`src/rtl/dmem_arbiter.sv`:
```
// Two-port (CPU / loader) arbiter and sequencer for a single-port data memory.
// Round-robin by default; define DMEM_ARB_CPU_PRIO_EN for fixed CPU priority.
module dmem_arbiter #(
    parameter int ADDR_W = 7,
    parameter int DATA_W = 32,
    parameter int RD_LAT = 1
) (
    input  logic              clk,
    input  logic              reset,
    input  logic              cpu_req,
    input  logic              cpu_we,
    input  logic [ADDR_W-1:0] cpu_addr,
    input  logic [DATA_W-1:0] cpu_wdata,
    output logic              cpu_gnt,
    output logic              cpu_rvalid,
    output logic [DATA_W-1:0] cpu_rdata,
    input  logic              ldr_req,
    input  logic              ldr_we,
    input  logic [ADDR_W-1:0] ldr_addr,
    input  logic [DATA_W-1:0] ldr_wdata,
    output logic              ldr_gnt,
    output logic              ldr_rvalid,
    output logic [DATA_W-1:0] ldr_rdata,
    output logic              ena,
    output logic              wea,
    output logic [ADDR_W-1:0] addra,
    output logic [DATA_W-1:0] dina,
    input  logic [DATA_W-1:0] douta,
    output logic              busy
);

    typedef enum logic [0:0] {IDLE, RD_WAIT} state_t;

    state_t            state_reg, state_next;
    logic [1:0]        cnt_reg, cnt_next;
    logic              owner_cpu_reg, owner_cpu_next;
    logic              ena_reg, ena_next;
    logic              wea_reg, wea_next;
    logic [ADDR_W-1:0] addra_reg, addra_next;
    logic [DATA_W-1:0] dina_reg, dina_next;
    logic              cpu_gnt_reg, cpu_gnt_next;
    logic              ldr_gnt_reg, ldr_gnt_next;
    logic              cpu_rvalid_reg, cpu_rvalid_next;
    logic              ldr_rvalid_reg, ldr_rvalid_next;
    logic [DATA_W-1:0] cpu_rdata_reg, cpu_rdata_next;
    logic [DATA_W-1:0] ldr_rdata_reg, ldr_rdata_next;
    logic              busy_reg, busy_next;
    logic              any_req;
    logic              pick_cpu;
    logic              win_we;

`ifdef DMEM_ARB_CPU_PRIO_EN
    assign pick_cpu = cpu_req;
`else
    logic last_cpu_reg, last_cpu_next;

    // The port that won last time yields on a tie.
    assign pick_cpu = cpu_req & (~ldr_req | ~last_cpu_reg);

    always_ff @(posedge clk or posedge reset) begin
        if (reset) begin
            last_cpu_reg <= 1'b0;
        end else begin
            last_cpu_reg <= last_cpu_next;
        end
    end
`endif

    assign any_req = cpu_req | ldr_req;
    assign win_we  = pick_cpu ? cpu_we : ldr_we;

    always_comb begin
        state_next      = state_reg;
        cnt_next        = cnt_reg;
        owner_cpu_next  = owner_cpu_reg;
        ena_next        = 1'b0;
        wea_next        = 1'b0;
        addra_next      = addra_reg;
        dina_next       = dina_reg;
        cpu_gnt_next    = 1'b0;
        ldr_gnt_next    = 1'b0;
        cpu_rvalid_next = 1'b0;
        ldr_rvalid_next = 1'b0;
        cpu_rdata_next  = cpu_rdata_reg;
        ldr_rdata_next  = ldr_rdata_reg;
        busy_next       = busy_reg;
`ifndef DMEM_ARB_CPU_PRIO_EN
        last_cpu_next   = last_cpu_reg;
`endif
        case (state_reg)
            IDLE: begin
                if (any_req) begin
                    ena_next     = 1'b1;
                    wea_next     = win_we;
                    addra_next   = pick_cpu ? cpu_addr : ldr_addr;
                    dina_next    = pick_cpu ? cpu_wdata : ldr_wdata;
                    cpu_gnt_next = pick_cpu;
                    ldr_gnt_next = ~pick_cpu;
`ifndef DMEM_ARB_CPU_PRIO_EN
                    last_cpu_next = pick_cpu;
`endif
                    if (!win_we) begin
                        state_next     = RD_WAIT;
                        cnt_next       = 2'(RD_LAT);
                        owner_cpu_next = pick_cpu;
                        busy_next      = 1'b1;
                    end
                end
            end
            RD_WAIT: begin
                // The issue cycle itself sits in RD_WAIT, so douta is ready once the count runs out.
                if (cnt_reg == 2'd0) begin
                    state_next = IDLE;
                    busy_next  = 1'b0;
                    if (owner_cpu_reg) begin
                        cpu_rvalid_next = 1'b1;
                        cpu_rdata_next  = douta;
                    end else begin
                        ldr_rvalid_next = 1'b1;
                        ldr_rdata_next  = douta;
                    end
                end else begin
                    cnt_next = cnt_reg - 2'd1;
                end
            end
            default: begin
                state_next = IDLE;
                busy_next  = 1'b0;
            end
        endcase
    end

    always_ff @(posedge clk or posedge reset) begin
        if (reset) begin
            state_reg      <= IDLE;
            cnt_reg        <= 2'd0;
            owner_cpu_reg  <= 1'b0;
            ena_reg        <= 1'b0;
            wea_reg        <= 1'b0;
            addra_reg      <= '0;
            dina_reg       <= '0;
            cpu_gnt_reg    <= 1'b0;
            ldr_gnt_reg    <= 1'b0;
            cpu_rvalid_reg <= 1'b0;
            ldr_rvalid_reg <= 1'b0;
            cpu_rdata_reg  <= '0;
            ldr_rdata_reg  <= '0;
            busy_reg       <= 1'b0;
        end else begin
            state_reg      <= state_next;
            cnt_reg        <= cnt_next;
            owner_cpu_reg  <= owner_cpu_next;
            ena_reg        <= ena_next;
            wea_reg        <= wea_next;
            addra_reg      <= addra_next;
            dina_reg       <= dina_next;
            cpu_gnt_reg    <= cpu_gnt_next;
            ldr_gnt_reg    <= ldr_gnt_next;
            cpu_rvalid_reg <= cpu_rvalid_next;
            ldr_rvalid_reg <= ldr_rvalid_next;
            cpu_rdata_reg  <= cpu_rdata_next;
            ldr_rdata_reg  <= ldr_rdata_next;
            busy_reg       <= busy_next;
        end
    end

    assign ena        = ena_reg;
    assign wea        = wea_reg;
    assign addra      = addra_reg;
    assign dina       = dina_reg;
    assign cpu_gnt    = cpu_gnt_reg;
    assign ldr_gnt    = ldr_gnt_reg;
    assign cpu_rvalid = cpu_rvalid_reg;
    assign ldr_rvalid = ldr_rvalid_reg;
    assign cpu_rdata  = cpu_rdata_reg;
    assign ldr_rdata  = ldr_rdata_reg;
    assign busy       = busy_reg;

endmodule

```
`config.mk`:
```
export PLATFORM = sky130hd
export DESIGN_NAME = dmem_arbiter
export DESIGN_NICKNAME = d
export VERILOG_FILES = /design/src/rtl/dmem_arbiter.sv
export SDC_FILE = /design/constraint.sdc
export NUM_CORES = 1
export LEC_CHECK = 0
export CORE_MARGIN = 4
export CORE_UTILIZATION = 37
export DETAILED_ROUTE_END_ITERATION = 16
export GPL_TIMING_DRIVEN = 0
export PLACE_DENSITY = 0.75
export SKIP_CTS_REPAIR_TIMING = 1
export SYNTH_ARGS = -nofsm -noshare
export SYNTH_HDL_FRONTEND = slang
export SYNTH_SLANG_ARGS = --single-unit
```
`constraint.sdc`:
```
create_clock -name clk -period 3.2 [get_ports clk]
set_input_delay 0.32 -clock clk [delete_from_list [all_inputs] [get_ports clk]]
set_output_delay 0.32 -clock clk [all_outputs]
set_load 0.005 [all_outputs]
```
==> results of run 1 <==
-- per-stage QoR --
stage	cells	power (mW)	worst slack [ns]	hold slack, ns	util, %
after floorplan	324	3.86	1.48	0.424	-
after global routing	748	7.85	1.26	0.309	63.3
final	748	7.41	1.38	0.284	63.3
after detailed placement	720	5.81	1.17	0.481	59.0
after CTS	748	7.50	1.36	0.282	63.3
after global placement	717	5.68	0.417	0.467	58.5
-- worst register-to-register path, delay by kind of cell, from the launching register on --
kind                       cells  cell delay (ns)
and+or+nand+nor                2             0.39
muxes                          1             0.37
DFF                            1             0.40
buffers and inverters          2             0.33
adders and majority gates      1             0.21
-- routing by layer --
layer | wire, microns | part of all wire [%]
met5 | 0 | 0
met1 | 5610 | 41
met2 | 6810 | 49
met3 | 1170 | 8.4
met4 | 247 | 1.8
-- where the power goes --
part           internal [mW]  switching (mW)  total [mW]
Sequential              2.18           0.380        2.56
Combinational           2.10            1.09        3.19
Clock                   1.05           0.609        1.66
Total                   5.33            2.08        7.41
-- worst paths after layout --
check / depth (start not counted) / start / slack (ns) / endpoint
max: 6 / cnt_reg[0] / 1.38 / ldr_rdata[13]
min in group clk: 3 / ldr_addr[3] / 0.48 / addra[3]
max reg2reg: 6 / cnt_reg[0] / 1.38 / ldr_rdata[13]
min reg2reg: 1 / cpu_rdata[26] / 0.49 / cpu_rdata[26]
max in group asynchronous: 4 / reset / 2.15 / dina[28]
min: 2 / reset / 0.28 / ldr_rdata[29]
-- cells by family (layout without fill, tap and decap cells) --
group / Yosys count / count (layout) / share of synthesized area (%)
muxes: 64 / 64 / 15.7
AOI/OAI and AO/OA: 74 / 74 / 13.6
DFF: 115 / 115 / 62.7
adders and majority gates: 1 / 1 / 0.272
buffers and inverters: 28 / 284 / 3.02
and+or+nand+nor: 42 / 42 / 4.74
-- Yosys cell counts, types with 2 or more instances --
library cell	instances
a221o_1	20
o21a_1	2
and2_1	20
mux2_2	51
mux2_1	13
a2bb2oi_1	10
a21o_1	9
nor2_1	4
o21ai_0	2
a32o_1	9
nand2_1	14
inv_1	7
a21oi_1	13
buf_4	5
dfrtp_1	115
buf_2	12
clkbuf_1	3
-- final cells by class --
| type | instances | area [sq um] | share of cell area [%] |
|---|---|---|---|
| Clock inverter | 5 | 30.0 | 0.393 |
| Sequential cell | 115 | 2880 | 37.7 |
| Inverter | 7 | 30.0 | 0.393 |
| Multi-Input combinational cell | 181 | 1580 | 20.6 |
| Timing Repair Buffer | 228 | 2310 | 30.3 |
| Buffer | 21 | 113 | 1.47 |
| Clock buffer | 23 | 488 | 6.39 |
| Tap cell | 168 | 210 | 2.75 |
-- layout by cell type, fill, tap and decap left out, types with 2 or more instances in the layout --
master,count
inv_1,6
clkbuf_16,17
clkdlybuf4s50_1,225
buf_4,5
buf_12,3
dfrtp_1,115
o21ai_0,2
a21oi_1,13
a32o_1,9
clkinvlp_4,3
mux2_1,13
clkbuf_1,5
and2_1,20
clkbuf_8,4
mux2_2,51
a21o_1,9
clkinv_2,3
nand2_1,14
nor2_1,4
a2bb2oi_1,10
buf_2,12
o21a_1,2
a221o_1,20
==> summary.md, run 1 <==
| Metric | Value |
|---|---|
| EDFF count, synth | 0 |
| Met1 usage | 23.1% |
| Wire length per cell | roughly 18 microns |
| RSZ-0062 raised after global routing | no |
| Antenna diode count | 0 |
| Worst-Margin Slew | between 0.5 and 0.6 ns |
| GRT overflow | 0 |
| Critical Path End Type | flop |
| Avg Cell Area, Syn | around 14 sq um |
| Fillers | 942 |
| CP Class | reg -> reg |
| CTS buffer count | 17 |
| Die span in y | ~120 microns |
| F_max | 549 MHz |
| Largest net degree at the start of global routing | 38 |
| Antenna-violating nets left | 0 |
| Clock-pin slew on the worst setup and hold paths | approximately 0.05 ns |
| CTS max path bufs | 2 |
| Post-Synthesis Cells | about 320 |
| Sink Count | 115 |
| Rel. slew slack | between 60% and 70% |
| TNS Setup | 0 ns |
| HPWL Detailed | between 10,000 and 15,000 microns |
| Worst hold-check path type | in -> async |
| Largest fanout on the critical path | 10 |
| Max Slew Vio Count | 0 |
| Port-buffer cells | between 200 and 250 |
| Max-Cap Viols | 0 |
| Vias per Instance | approximately 5.0 |
| Pre-antenna DRT Iters | 4 |
| Met2 Use GR | about 33% |
| Distinct cells, synth | 32 |
| Max incr delay on CP | ~0.4 ns |
| Clock skew | 0.00772 ns |
| Worst skew pair latency | ~0.4 ns |
| DP Area | approximately 7100 sq um |
| Routing usage on met3 | 7.60% |
| Tot GR Track Use | about 20% |
| First-pass GRT wire length | 21,900 microns |
| Status | complete, no violations |
| Layout net count | 688 |
| CTS tree | yes |
| FFs w/ async S/R, synth | 100% |
| Syn_nets | around 440 |
| Final setup fails | 0 |
| Core Region | about 12,000 sq um |
| Antenna violations before repair | 0 |
| Via count | 3,723 |
| Die X | about 120 microns |
| Die footprint | between 10,000 and 15,000 sq um |
| Area leader, netlist | dfrtp_1 |
| Final instance area | 7640 sq um |
| DRC Markers | 0 |
| Final wirelength | around 14,000 microns |
| Initial DRC count | roughly 250 |
| Yosys warnings | 0 |
| Seq cells post-synth | between 100 and 150 |
| CP Data Required Time | 3.47 ns |
| Worst path cell trace | inv_1, ha_1, nand2_1, nor2_2, buf_4, mux2_2 |
| Post-synthesis sequential area ratio | around 63% |
| Min Tclk post-route | between 1.5 and 2 ns |
| Worst Path Arrival | 2.09 ns |
| RePlAce Congestion | between 0.7 and 0.8 |
| Initial Util | 38.1% |
| P_leak | between 3 and 4 nW |
| Layout Area Growth over Synthesis | 66.3% |
| Synth area leaders | dfrtp_1 63%, mux2_2 13%, a221o_1 4.4%, mux2_1 3.2%, and2_1 2.7% |
| Endpoints failing hold | 0 |
| Ys flop type | dfrtp_1 |
| Final period utilization | a little under three fifths |
| Share of the synthesized area in the top cell type | between 60 and 70% |
| Vias in the first global route | ~4,000 |
| Row Count | 40 |
| Cell area after synthesis | 4590 sq um |
| Worst path bufs/invs | 2 |
| Crit-path leading delay family | flip-flops |
| Busiest grt layer | met2 |
| Peak supply drop | 0.000360 V |
| CP max stage cell | dfrtp_1 |
| Pwr per Cell Area | 970 nW/um^2 |
| Fraction of layout cells with a size suffix above 1 | ~18% |
| I/O pin count | 226 |
| CTS H-tree depth | 4 |
| CP Launch Type | flop |
| Clock root buffer | clkbuf_16 |
No activity file was read; power rests on OpenSTA's default activity.
==> run 2: changes to the inputs <==
--- a/config.mk
+++ b/config.mk
@@ -6,10 +6,10 @@
 export NUM_CORES = 1
 export LEC_CHECK = 0
 export CORE_MARGIN = 4
-export CORE_UTILIZATION = 37
+export CORE_UTILIZATION = 40
 export DETAILED_ROUTE_END_ITERATION = 16
 export GPL_TIMING_DRIVEN = 0
-export PLACE_DENSITY = 0.75
+export PLACE_DENSITY = 0.78
 export SKIP_CTS_REPAIR_TIMING = 1
 export SYNTH_ARGS = -nofsm -noshare
 export SYNTH_HDL_FRONTEND = slang
==> constraint.sdc (replaced) <==
create_clock -name clk -period 1.87 [get_ports clk]
set_input_delay 0.187 -clock clk [delete_from_list [all_inputs] [get_ports clk]]
set_output_delay 0.187 -clock clk [all_outputs]
set_load 0.005 [all_outputs]
==> run 2 against run 1 <==
Net effect: core utilization increased by 7.1 points; die area shrank 7.0%; final cell count fell by 3.1%; via count is 0.21% lower; highest routed layer unchanged.
==> summary.md, run 2 (synthesized netlist as in run 1, its figures left out) <==
| Metric | Value |
|---|---|
| R2R cell count | 6 (unchanged) |
| I/O pin count | 226 (unchanged) |
| Worst skew pair latency | 0.40 ns (about the same) |
| Max Slew Vio Count | 0 (unchanged) |
| Worst setup path startpoint | cnt_reg[0] |
| DRC Markers | 0 (unchanged) |
| Core Region | 11,000 sq um (-8.5%) |
| Wire length per cell | 18.4 microns (-0.44%) |
| Pwr per Cell Area | 1730 nW/um^2 (+78%) |
| CP Data Required Time | 2.14 ns (-1.33 ns) |
| R2R setup slack | 0.12 ns (-1.26 ns) |
| Die span in y | 115 microns (-3.6%) |
| CTS buffer count | 17 (unchanged) |
| CTS max path bufs | 2 (unchanged) |
| CTS tree | yes |
| HPWL Detailed | 10,200 microns (-4.5%) |
| Final setup fails | 0 (unchanged) |
| Most common cell after layout, fill and taps aside | clkdlybuf4s50_1 |
| Final wirelength | 13,300 microns (-3.5%) |
| Internal | 9.79 mW (+84%) |
| Switching share of power | 27.1% (-0.91 points) |
| Min Tclk post-route | 1.75 ns (-0.0705 ns) |
| Largest net degree at the start of global routing | 46 (+21%) |
| NetSw | 3.65 mW (+75%) |
| RePlAce Congestion | 0.812 (+2.4%) |
| Vias in the first global route | 4,082 (+1.1%) |
| Largest fanout on the critical path | 10 (unchanged) |
| Tot GR Track Use | 20.9% (+1.3 points) |
| Vias per Instance | 5.12 (+3.0%) |
| Critical Path End Type | flop |
| Layout net count | 689 (+0.15%) |
| Combinational fraction of design power | 40.7% (-2.4 points) |
| Worst hold-check path type | in -> async |
| Hold Slack | 0.191 ns (-0.0939 ns) |
| CTS H-tree depth | 4 (unchanged) |
| Sink Count | 115 (unchanged) |
| Reg-to-Reg End | ldr_rdata[11] |
| Via count | 3,715 (-0.21%) |
| Layout Area Growth over Synthesis | 69.1% |
| Port-buffer cells | 225 (unchanged) |
| Initial DRC count | 173 (-32%) |
| Initial Util | 41.6% (+3.6 points) |
| CP Launch Type | flop |
| Most frequent cells in the layout | 225 x clkdlybuf4s50_1, 115 x dfrtp_1, 51 x mux2_2 |
| Peak supply drop | 0.000899 V (+150%) |
| F_max | 571 MHz (+4.0%) |
| Clk pwr share | 26.4% (+4.0 points) |
| CP Class | reg -> reg |
| Clock root buffer | clkbuf_16 |
| Sequential power share | 32.9% (-1.7 points) |
| Final std cells w/o fill | 725 (-3.1%) |
| Die footprint | 13,300 sq um (-7.0%) |
| Worst R2R Start | cnt_reg[0] |
| Worst-Margin Slew | 0.647 ns (+0.105 ns) |
| Antenna violations before repair | 0 (unchanged) |
| Rel. slew slack | 56.8% (-7.0 points) |
| Status | complete, no violations |
| Die X | 115 microns (-3.6%) |
| GRT overflow | 0 (unchanged) |
| Antenna diode count | 0 (unchanged) |
| Fraction of layout cells with a size suffix above 1 | 18.6% (+0.87 points) |
| Max-Cap Viols | 0 (unchanged) |
| Clock skew | 0.00851 ns (+0.000793 ns) |
| Antenna-violating nets left | 0 (unchanged) |
| First-pass GRT wire length | 21,300 microns (-2.7%) |
| Worst Path Arrival | 2.02 ns (-0.07 ns) |
| Endpoints failing hold | 0 (unchanged) |
| P_leak | 3.33 nW (+2.2%) |
| Clock-pin slew on the worst setup and hold paths | 0.06 ns (about the same) |
| Pre-antenna DRT Iters | 4 (unchanged) |
| Placed cell count | 692 (-3.9%) |
| RSZ-0062 raised after global routing | yes |
| Final period utilization | 93.6% (+37 points) |
| Row Count | 38 (-5.0%) |
| Final core utilization | 70.4% (+7.1 points) |
run 2: cell count changes in the layout (fill, tap and decap cells not counted), sizes merged:
cell,delta
bufinv,+5
buf,-2
clkinv,+1
clkinvlp,+1
run 2: per-stage QoR:
step | setup TNS (ns) | power [mW] | setup slack, ns | area (sq um)
CTS | 0 | 13.6 | 0.00711 | 7740
global placement | -85.58 | 9.72 | -0.753 | 7020
detailed placement | 0 | 9.94 | 0.0188 | 7080
global route | -0.309 | 14.2 | -0.0271 | 7770
floorplan | 0 | 6.61 | 0.273 | 4600
finish | 0 | 13.4 | 0.119 | 7770
run 2: cell type report:
type	count	area, sq um
clock buffer	20	457
multi-input combinational	181	1580
sequential	115	2880
buffer	21	124
tap	140	175
inverter	7	30.0
clock inverter	12	204
fill	805	3260
timing repair buffer	229	2320
run 2: power by group through the flow:
stage                     combinational [mW]  sequential (mW)  clock [mW]
after floorplan                         2.17             4.44           0
after global placement                  5.34             4.38           0
after detailed placement                5.51             4.43           0
after CTS                               5.53             4.43        3.63
after global routing                    5.93             4.58        3.73
final                                   5.47             4.42        3.55
run 2: critical path: stages (launching register included):
cell     delay, ns
dfrtp_1       0.40
inv_1         0.07
ha_1          0.21
nand2_1       0.15
nor2_4        0.21
buf_4         0.23
mux2_2        0.36
run 2: how the worst max path moves through the flow:
stage,cells after the start,to
2_1_floorplan,6,ldr_rdata[19]
3_3_place_gp,2,ldr_rdata[0]
3_5_place_dp,6,ldr_rdata[25]
4_1_cts,6,ldr_rdata[25]
5_1_grt,6,ldr_rdata[11]
6_report,6,ldr_rdata[11]
run 2: layer usage:
| metal | GRT usage [%] | up-vias | wire length, microns |
|---|---|---|---|
| met1 | 24.6 | 1824 | 5140 |
| met5 | 0 | - | 0 |
| met4 | 8.61 | 0 | 295 |
| met2 | 34.3 | 179 | 6550 |
| li1 | - | 1690 | - |
| met3 | 8.05 | 22 | 1350 |
